**src/rtl/free_list.sv**
```systemverilog
// -----------------------------------------------------------------------------
// free_list -- physical register free list for a two-wide rename stage.
//
// A circular FIFO of physical register IDs. Rename pops up to two IDs per
// cycle (all-or-nothing); commit pushes back up to two released IDs per cycle.
// After reset the list holds XLEN..NB_PHYS_REGS-1; registers 0..XLEN-1 start
// out mapped to the architectural registers and are never in the list.
//
// Ports:
//   clk, reset                     single clock, synchronous active-high reset
//   instr0_alloc_req/instr1_...    rename requests a destination register
//   alloc_ok                       every asserted request can be granted now
//   instr0_phys_rd/instr1_phys_rd  granted IDs (combinational reads)
//   free0_v/free0_phys             release port 0 (written first)
//   free1_v/free1_phys             release port 1
//   free_cnt                       registered number of free entries
//   overflow_err                   sticky: a release arrived with no room
// -----------------------------------------------------------------------------
module free_list #(
  parameter int NB_PHYS_REGS        = 64,
  parameter int PHYS_REGS_ADDR_SIZE = 6
) (
  input  logic                           clk,
  input  logic                           reset,
  input  logic                           instr0_alloc_req,
  input  logic                           instr1_alloc_req,
  output logic                           alloc_ok,
  output logic [PHYS_REGS_ADDR_SIZE-1:0] instr0_phys_rd,
  output logic [PHYS_REGS_ADDR_SIZE-1:0] instr1_phys_rd,
  input  logic                           free0_v,
  input  logic [PHYS_REGS_ADDR_SIZE-1:0] free0_phys,
  input  logic                           free1_v,
  input  logic [PHYS_REGS_ADDR_SIZE-1:0] free1_phys,
  output logic [PHYS_REGS_ADDR_SIZE:0]   free_cnt,
  output logic                           overflow_err
);

  localparam int XLEN = 32;
  localparam int AW   = PHYS_REGS_ADDR_SIZE;
  localparam int CW   = PHYS_REGS_ADDR_SIZE + 1;

  typedef logic [AW-1:0] idx_t;
  typedef logic [CW-1:0] cnt_t;

  localparam cnt_t FULL_CNT  = cnt_t'(NB_PHYS_REGS);
  localparam cnt_t RESET_CNT = cnt_t'(NB_PHYS_REGS - XLEN);

  idx_t entry [NB_PHYS_REGS];
  idx_t head;
  idx_t tail;
  cnt_t cnt;
  logic ovf;

  logic [1:0] nreq;
  logic [1:0] npop;
  logic [1:0] nacc;
  logic       acc0;
  logic       acc1;
  logic       drop;
  cnt_t       cnt_next;

  // Requests/grants --------------------------------------------------------
  assign nreq     = {1'b0, instr0_alloc_req} + {1'b0, instr1_alloc_req};
  assign alloc_ok = (cnt >= cnt_t'(nreq));
  assign npop     = alloc_ok ? nreq : 2'd0;

  // instr1 takes the entry after instr0's only when instr0 is also allocating.
  assign instr0_phys_rd = entry[head];
  assign instr1_phys_rd = entry[head + idx_t'(instr0_alloc_req)];

  // Releases ---------------------------------------------------------------
  // Room is judged against the registered count, before this cycle's pops,
  // so a release never relies on a same-cycle allocation to make space.
  // When only one slot is left, port 0 wins and port 1 is dropped.
  always_comb begin
    acc0 = 1'b0;
    acc1 = 1'b0;
    acc0 = free0_v && (cnt < FULL_CNT);
    acc1 = free1_v && ((cnt + cnt_t'(acc0)) < FULL_CNT);
  end

  assign nacc     = {1'b0, acc0} + {1'b0, acc1};
  assign drop     = (free0_v && !acc0) || (free1_v && !acc1);
  assign cnt_next = cnt + cnt_t'(nacc) - cnt_t'(npop);

  // State ------------------------------------------------------------------
  always_ff @(posedge clk) begin
    if (reset) begin
      // NOTE: only the first NB_PHYS_REGS-XLEN slots need a reset value; the
      // rest are unreachable until written by a release, so they are left as
      // plain storage rather than given a reset they do not need.
      for (int i = 0; i < NB_PHYS_REGS - XLEN; i++) begin
        entry[i] <= idx_t'(XLEN + i);
      end
      head <= '0;
      tail <= idx_t'(NB_PHYS_REGS - XLEN);
      cnt  <= RESET_CNT;
      ovf  <= 1'b0;
    end else begin
      if (acc0) entry[tail] <= free0_phys;
      if (acc1) entry[tail + idx_t'(free0_v)] <= free1_phys;
      // Pointers wrap naturally: NB_PHYS_REGS is a power of two.
      head <= head + idx_t'(npop);
      tail <= tail + idx_t'(nacc);
      cnt  <= cnt_next;
      ovf  <= ovf | drop;
    end
  end

  assign free_cnt     = cnt;
  assign overflow_err = ovf;

endmodule

```
**config.mk**
```make
export PLATFORM = sky130hd
export DESIGN_NAME = free_list
export DESIGN_NICKNAME = d
export VERILOG_FILES = /design/src/rtl/free_list.sv
export SDC_FILE = /design/constraint.sdc
export NUM_CORES = 1
export LEC_CHECK = 0
export ABC_AREA = 1
export ABC_CLOCK_PERIOD_IN_PS = 7300
export BUFFER_PORTS_ARGS = -buffer_cell sky130_fd_sc_hd__buf_2
export CORE_ASPECT_RATIO = 1.75
export CORE_MARGIN = 8
export CORE_UTILIZATION = 25
export CTS_CLUSTER_DIAMETER = 40
export DETAILED_ROUTE_END_ITERATION = 16
export RECOVER_POWER = 50
export SETUP_SLACK_MARGIN = 0.3
export SYNTH_ARGS = -nofsm -noshare
export SYNTH_HDL_FRONTEND = slang
export SYNTH_SLANG_ARGS = --single-unit
export TNS_END_PERCENT = 30
```
**constraint.sdc**
```tcl
create_clock -name clk -period 7.3 [get_ports clk]
set_clock_uncertainty 0.15 [all_clocks]
set_input_delay 0 -clock clk [delete_from_list [all_inputs] [get_ports clk]]
set_output_delay 0 -clock clk [all_outputs]
set_load 0.1 [all_outputs]
```
# ---- Yosys cells after proc, flatten, opt, wreduce, memory -nomap -nowiden
# Memory sizes are Yosys's and may differ from the RTL's. A register that Yosys moved wholly into a read port is not among the register bits.
# Index checks and enable logic that the tools add are counted.
dict set report classes {
  add_sub_neg 9
  order_cmp 3
  n_bitwise 1
  mux 16
  n_reduce_logical 9
}
# op n
set op_table {}
lappend op_table {{2-to-1 mux 6 bit} 5}
lappend op_table {{less-than comparator 7 bit, second input constant} 2}
lappend op_table {{adder 6 x 1 -> 6 bit} 2}
lappend op_table {{adder 6 x 2 -> 6 bit} 2}
lappend op_table {{OR reduction 6 bit} 2}
lappend op_table {{2-to-1 mux 1 bit} 10}
lappend op_table {{adder 7 x 1 -> 7 bit} 1}
lappend op_table {{adder 7 x 2 -> 7 bit} 1}
lappend op_table {{greater-or-equal comparator 7 x 2 -> 1 bit} 1}
lappend op_table {{subtractor 7 x 2 -> 7 bit} 1}
lappend op_table {{adder 1 x 1 -> 2 bit} 2}
lappend op_table {{logical AND 1 bit} 4}
lappend op_table {{zero test 1 bit} 2}
lappend op_table {{2-to-1 mux 2 bit} 1}
lappend op_table {{logical OR 1 bit} 1}
lappend op_table {{bitwise OR 1 bit} 1}
dict set report totals {
  mem_count 1
  input_bits 18
  elab_cells 43
  out_inout_bits 21
  mem_bits_rw 384
  ff_bits 20
}
# name words word_bits rd rd_ports_with_merged_regs write_ports line_no
set mem_list {}
lappend mem_list {entry 64 6 2 1 32 48} ;# idx_t entry [NB_PHYS_REGS];

# ---- Depth between registers and ports, before layout
# Gate-level depths: netlist of run 1.
dict set report depth {
  word_depth 10
  mapped_depth 19
  depth_no_buf 19
}

# ---- Least setup slack after synthesis of run 1
# OpenSTA, ideal clock, no wires.
dict set report synth_timing {
  kind {reg2reg}
  from {register cnt[1], in the netlist free_cnt[1]}
  to {register cnt[4], in the netlist free_cnt[4]}
  path_buffers 0
  t_arrival_ns 4.207
  setup_ns 0.119
  period_less_slack_ns 4.476
  required_ns 7.031
  setup_slack_ns 2.824
  path_stages_with_launch 17
  path_cell_list {dfxtp_1 > ha_1 > a211oi_1 > o21ai_0 > nand2_1 > nand3_1 > nand2_1 > inv_1 > fa_1 > inv_1 > fa_1 > nand2_1 > inv_1 > o21ai_0 > nand2_1 > o21ai_0 > a21oi_1}
}
dict set report synth_between {
  elab_cells_between_ends 10
  cone_classes {add/sub: 4; order compare: 3; mux: 1; reduce/logical: 2}
}
# item line_no
set synth_lines {}
lappend synth_lines {{start, declared} 51} ;# cnt_t cnt;
lappend synth_lines {{start signal, assigned} 105} ;# cnt <= cnt_next;
lappend synth_lines {{greater-or-equal comparator 7 x 2 -> 1 bit} 64} ;# assign alloc_ok = (cnt >= cnt_t'(nreq));
lappend synth_lines {{net alloc_ok} 27} ;# output logic alloc_ok,
lappend synth_lines {{2-to-1 mux 2 bit} 65} ;# assign npop = alloc_ok ? nreq : 2'd0;
lappend synth_lines {{subtractor 7 x 2 -> 7 bit} 84} ;# assign cnt_next = cnt + cnt_t'(nacc) - cnt_t'(npop);
# The timed path passes the listed nets, and every way through them passes these cells.
# A chain may end at the register's enable or synchronous reset.

==> qor.txt, run 1 <==
Setup TNS: 0 ps
Most frequent cells in the layout: nand2_1, nand3_1, o21ai_0
Die area: 121,000 um^2
Worst hold path startpoint: free0_phys[4]
Core area: 110,000 um^2
PortBufs: 38
Tightest Pin Transition: 3060 ps
DRT iter0 DRCs: 2,815
Mapped Cells: 3,992
Die Y: 455 um
Most common cell after layout, fill and taps aside: nand2_1
Total area of sequential cells: 11,900 um^2
Worst vdd ir: 0.000215 V
Setup Viol. Count Final: 0
RePlAce Congestion: 0.962
RSZ-0062 raised after global routing: no
TritonCTS Buffers: 44
Final ANT Viol Nets: 0
RR Startpoint: tail[0]
Part of the power in registers: 29.3%
Combinational fraction of design power: 46.1%
Register area share after synthesis: 43.4%
CTS Sinks: 404
CP Buf/Inv Count: 4
Synth top area cells: edfxtp_1, nand2_1, nand3_1, o21ai_0, inv_1
Initial antenna violation count: 3
Residual DRC count: 0
Routed WL: 122,000 um
Number of instances in the placed design: 5,261
Clk slew on worst S/H paths: 70 ps
FP Rows: 161
Leakage power: 0.0127 uW
Cell taking the most area after synthesis: edfxtp_1
Num ports: 39
CP max FO: 44
Area Growth Syn to Fin: 11.0%
Worst-case clock buffer depth: 3
Multi-input logic area: 13,000 um^2
Flops & latches, synth: 404
Syn_area_per_cell: 6.89 um^2
Final hold slack: 145 ps
Switching power: 4500 uW
Post-synth net total: 4,041
Total internal power: 4920 uW
Post-synth top area share: 41.9%
CP Capture Type: register
CTS Root Cell: clkbuf_16
Switching share of total power: 47.8%
Initial Util: 25.1%
Worst EP arrival: 6080 ps
Delay-heaviest family, CP: simple AND/OR/NAND/NOR gates
Max-cap violations: 3
Failing checks: max-capacitance violations, max-slew violations
Via count: 27,500
Critical Path Source Type: primary input
DR pass1 iterations: 7
Run status: complete, but fails checks
Crit. Startpoint: reset
Slew Limit Fails: 28
Synth cell types: 29
CTS tree: built
CP max stage cell: nor3_1
First-pass GRT wire length: 173,000 um
Worst skew pair latency: 620 ps
Finished Layout Cells: 5,365
Largest net degree at the start of global routing: 197
Routed wire per std cell: 22.7 um
Fill cells: 12,000
Synthesized cell area: 27,500 um^2
CP Cell Sequence: dlygate4sd3_1, clkbuf_1, clkinv_1, buf_4, nand4_1, nor3_1, nand2_1, o21ai_0
Clock power share: 24.6%
Dpl hpwl: 81,300 um
Number of global-route vias before repair: 26,200
Slowest cell delay on critical path: 2470 ps
Critical path class: in2reg
Pwr dens: 308 nW/um^2
Congestion Overflow GR: 0
Post-CTS sizing: 0
Slew headroom: -106%
GRT Overall Usage: 19.3%
Final #Nets: 3,908
CTS H-Tree Depth: 2
Min cycle time layout: 6000 ps
YS warnings: 0
Share of cells above drive strength 1: 4.08%
Peak Freq: 167 MHz
Crit path required time: 7380 ps
Worst min-delay path category: in2reg
Final Cycle Share: 82.1%
DR vias/cell: 5.12
Chip Width: 267 um
Hold Vio Cnt, Final: 0
-- registers in the layout, summed over array words and instances (netlist names) --
name	count
tail	6
free_cnt	7
head	6
entry	384
overflow_err	1
-- worst reg2reg max path, stage by stage, from the launching register on --
cell,delay (ps)
dfxtp_1,500
ha_1,230
ha_1,220
or2_1,120
nand2_1,70
inv_1,80
nand2_1,130
nor3_1,2360
nand2_1,840
o21ai_0,670
-- final cells by class --
type                    instances  area share [%]
flip-flops and latches        404            39.1
well taps                    1467            6.01
clock buffers                  52            3.70
diodes                          4          0.0328
repair buffers                104            2.38
inverters                     413            5.10
clock inverters                29            1.09
multi-input cells            2892            42.6
-- metal layers --
layer	up-vias	track usage [%]	wire length, um
met3	576	2.36	8790
li1	12800	-	-
met1	12600	19.5	39600
met4	0	18.8	13700
met2	1521	33.9	59400
met5	-	0	0
-- cell families after synthesis --
logic type                 Yosys count  synth area share (%)
AOI/OAI and AO/OA                  583                  11.3
xor gates and xnor gates             7                 0.250
adders and majority gates           31                  1.52
buffers and inverters              696                  9.56
DFF                                404                  43.4
and+or+nand+nor                   2271                  34.0
-- synthesized netlist by cell type, drive strengths merged --
cell type and number:
fa 4, clkbuf 230, nor2 349, buf 53, a211oi 1, a21oi 97, nor3 12, o21ai 405
nand2 1336, nand3b 3, edfxtp 384, xor2 6, nand4 6, clkinv 9, inv 404, nand3 564
ha 27, xnor2 1, or2 1, o211ai 80, dfxtp 20
-- what timing repair did --
item / in CTS / in global routing
setup endpoints to repair: 0 / 0
buffers inserted: 0 / 0
endpoints found under the hold margin: 149 / 0
hold buffers: 19 / 0
-- final timing paths --
kind | to | slack, ps | depth (start not counted)
max | entry[37][0] | 1300 | 8
min | entry[8][4] | 140 | 3
max reg2reg | entry[37][0] | 1540 | 9
min reg2reg | head[3] | 460 | 1
-- per-stage QoR --
| step | setup slack (ps) | area [um^2] | util (%) | power [uW] |
|---|---|---|---|---|
| after CTS | 2200 | 30600 | 28.0 | 9380 |
| after detailed placement | 2860 | 29000 | 26.5 | 7080 |
| after global routing | 1200 | 30500 | 27.9 | 9810 |
| after global placement | 2850 | 29000 | 26.5 | 7070 |
| final | 1300 | 30500 | 27.9 | 9420 |
| after floorplan | 2820 | 27500 | - | 5670 |
-- power by group through the flow --
| stage | Clock (uW) | Combinational, uW | Sequential (uW) |
|---|---|---|---|
| CTS | 2330 | 4300 | 2750 |
| global route | 2400 | 4640 | 2760 |
| global placement | 0 | 4270 | 2800 |
| finish | 2320 | 4340 | 2760 |
| detailed placement | 0 | 4280 | 2800 |
| floorplan | 0 | 2830 | 2830 |
No activity file was read; power rests on OpenSTA's default activity.
==> run 2, diff against run 1 <==
Settings changed: ABC_CLOCK_PERIOD_IN_PS 7300 to 5200.
Clock period 7.3 ns to 5.2 ns, I/O delays scaled along.
==> qor.txt, run 2 (synthesis gave the netlist of run 1 again) <==
Failing checks: max-capacitance violations, max-slew violations (unchanged)
Initial Util: 25.1% (unchanged)
Placed cell areas: 29,100 um^2 (was 29,000 um^2)
Worst-case clock buffer depth: 3 (unchanged)
CP Capture Type: primary output (was register)
Most common cell after layout, fill and taps aside: nand2_1 (unchanged)
Crit. Startpoint: head[0] (was reset)
Routed wire per std cell: 22.2 um (was 22.7 um)
Final ANT Viol Nets: 0 (unchanged)
Slew headroom: -6.66% (was -106%)
Residual DRC count: 0 (unchanged)
Worst hold path startpoint: free0_v (was free0_phys[4])
Chip Width: 267 um (unchanged)
PortBufs: 38 (unchanged)
Post-CTS setup buffers: 0 (unchanged)
CTS Sinks: 404 (unchanged)
Dpl hpwl: 81,000 um (was 81,300 um)
Max-cap violations: 2 (was 3)
Die Y: 455 um (unchanged)
Worst min-delay path category: in2reg (unchanged)
Tightest Pin Transition: 1600 ps (was 3060 ps)
Peak Freq: 215 MHz
RePlAce Congestion: 0.976 (was 0.962)
Worst EP arrival: 4500 ps (was 6080 ps)
Final #Nets: 3,926 (was 3,908)
Fill cells: 11,900 (was 12,000)
Congestion Overflow GR: 0 (unchanged)
Max reg flops: 384 (unchanged)
FP Rows: 161 (unchanged)
Multi-input logic area: 13,000 um^2 (about the same)
Area Growth Syn to Fin: 12.6% (was 11.0%)
Design Power: 13,900 uW (was 9420 uW)
CP Cell Sequence: buf_4, clkbuf_2, o21ai_0, nand3_1, nand3_1, nand2_1, nand3_1, nand2_1, buf_2 (was dlygate4sd3_1, clkbuf_1, clkinv_1, buf_4, nand4_1, nor3_1, nand2_1, o21ai_0)
Worst vdd ir: 0.000448 V (was 0.000215 V)
Largest register by flop count: entry (unchanged)
Min cycle time layout: 4650 ps
Core area: 110,000 um^2 (unchanged)
DRT iter0 DRCs: 2,989 (was 2,815)
Number of global-route vias before repair: 26,000 (was 26,200)
Critical path class: reg2out (was in2reg)
Pwr dens: 449 nW/um^2 (was 308 nW/um^2)
CP max FO: 73 (was 44)
Setup TNS: 0 ps (unchanged)
Setup Viol. Count Final: 0 (unchanged)
Post-CTS sizing: 0 (unchanged)
Via count: 27,500 (about the same)
Final Cycle Share: 89.4%
Slowest cell delay on critical path: 1230 ps (was 2470 ps)
Critical Path Source Type: register (was primary input)
Clk slew on worst S/H paths: 60 ps (was 70 ps)
Reg2Reg Setup Slack: 820 ps (was 1540 ps)
Slew Limit Fails: 83 (was 28)
Initial antenna violation count: 3 (unchanged)
Share of cells above drive strength 1: 4.97% (was 4.08%)
Hold Vio Cnt, Final: 0 (unchanged)
DR pass1 iterations: 7 (unchanged)
Worst skew pair latency: 610 ps (was 620 ps)
GRT Overall Usage: 19.1% (was 19.3%)
Routed WL: 120,000 um (was 122,000 um)
Largest net degree at the start of global routing: 182 (was 197)
Crit-path most repeated cell: nand3_1
Num ports: 39 (unchanged)
DR vias/cell: 5.10 (was 5.12)
Final hold slack: 25.4 ps (was 145 ps)
Most frequent cells in the layout: nand2_1, nand3_1, o21ai_0 (unchanged)
Crit path required time: 5050 ps (was 7380 ps)
CTS Root Cell: clkbuf_16 (unchanged)
Final std cell area, no fill: 31,000 um^2 (was 30,500 um^2)
Run status: complete, but fails checks (unchanged)
CP max stage cell: clkbuf_2 (was nor3_1)
Leakage power: 0.0130 uW (was 0.0127 uW)
TritonCTS Buffers: 53 (was 44)
Die area: 121,000 um^2 (unchanged)
CTS H-Tree Depth: 2 (unchanged)
RR Startpoint: tail[0] (unchanged)
RSZ-0062 raised after global routing: no (unchanged)
CTS tree: built (unchanged)
First-pass GRT wire length: 171,000 um (was 173,000 um)
Total area of sequential cells: 11,900 um^2 (unchanged)
## run 2: cell types whose count changed in the layout (fill, tap and decap cells not counted), moves of 6 or more
cell	before	now
buf_4	40	49
inv_6	3	9
clkinv_1	22	14
clkbuf_16	44	53
## run 2: repair_timing
item | CTS | global route
hold buffers | 14 | 0
endpoints found under the hold margin | 118 | 0
setup endpoints to repair | 0 | 0
## run 2: final timing paths
kind / to / cells after the start
setup / recovery: instr0_phys_rd[1] / 9
hold / removal: entry[9][5] / 7
setup reg to reg: entry[19][3] / 10
hold reg to reg: head[3] / 1
## run 2: final cells by class
| type | instances | share of cell area [%] |
|---|---|---|
| Clock inverter | 40 | 1.58 |
| Inverter | 413 | 5.02 |
| Tap cell | 1467 | 5.93 |
| Clock buffer | 59 | 4.35 |
| Timing Repair Buffer | 113 | 2.63 |
| Multi-Input combinational cell | 2892 | 41.9 |
| Antenna cell | 2 | 0.0162 |
| Sequential cell | 404 | 38.5 |
## run 2: stage by stage
| step | utilization, % | setup slack [ps] | std cells |
|---|---|---|---|
| 2_1_floorplan | - | 724 | 3992 |
| 3_3_place_gp | 26.5 | 1300 | 5275 |
| 3_5_place_dp | 26.5 | 1200 | 5275 |
| 4_1_cts | 28.3 | 960 | 5388 |
| 5_1_grt | 28.3 | 472 | 5390 |
| 6_report | 28.3 | 553 | 5390 |
## run 2: power breakdown
| part | total (uW) | switching (uW) | internal, uW |
|---|---|---|---|
| registers | 3820 | 141 | 3680 |
| logic | 6230 | 4750 | 1480 |
| clock network | 3860 | 1630 | 2230 |
## run 2: per-layer routing
metal	vias up	global-route usage (%)	share of wire, %
li1	12800	-	-
met1	12600	19.4	33
met3	560	2.74	7.4
met4	2	18.6	11
met2	1464	32.9	48
met5	-	0	0.010
## run 2: critical path: cells and delay by family, from the launching register on
| kind | cells | cell delay [ps] |
|---|---|---|
| buffers and inverters | 3 | 2190 |
| AND/OR/NAND/NOR | 5 | 730 |
| AO/OA/AOI/OAI | 1 | 430 |
| flip-flops | 1 | 380 |
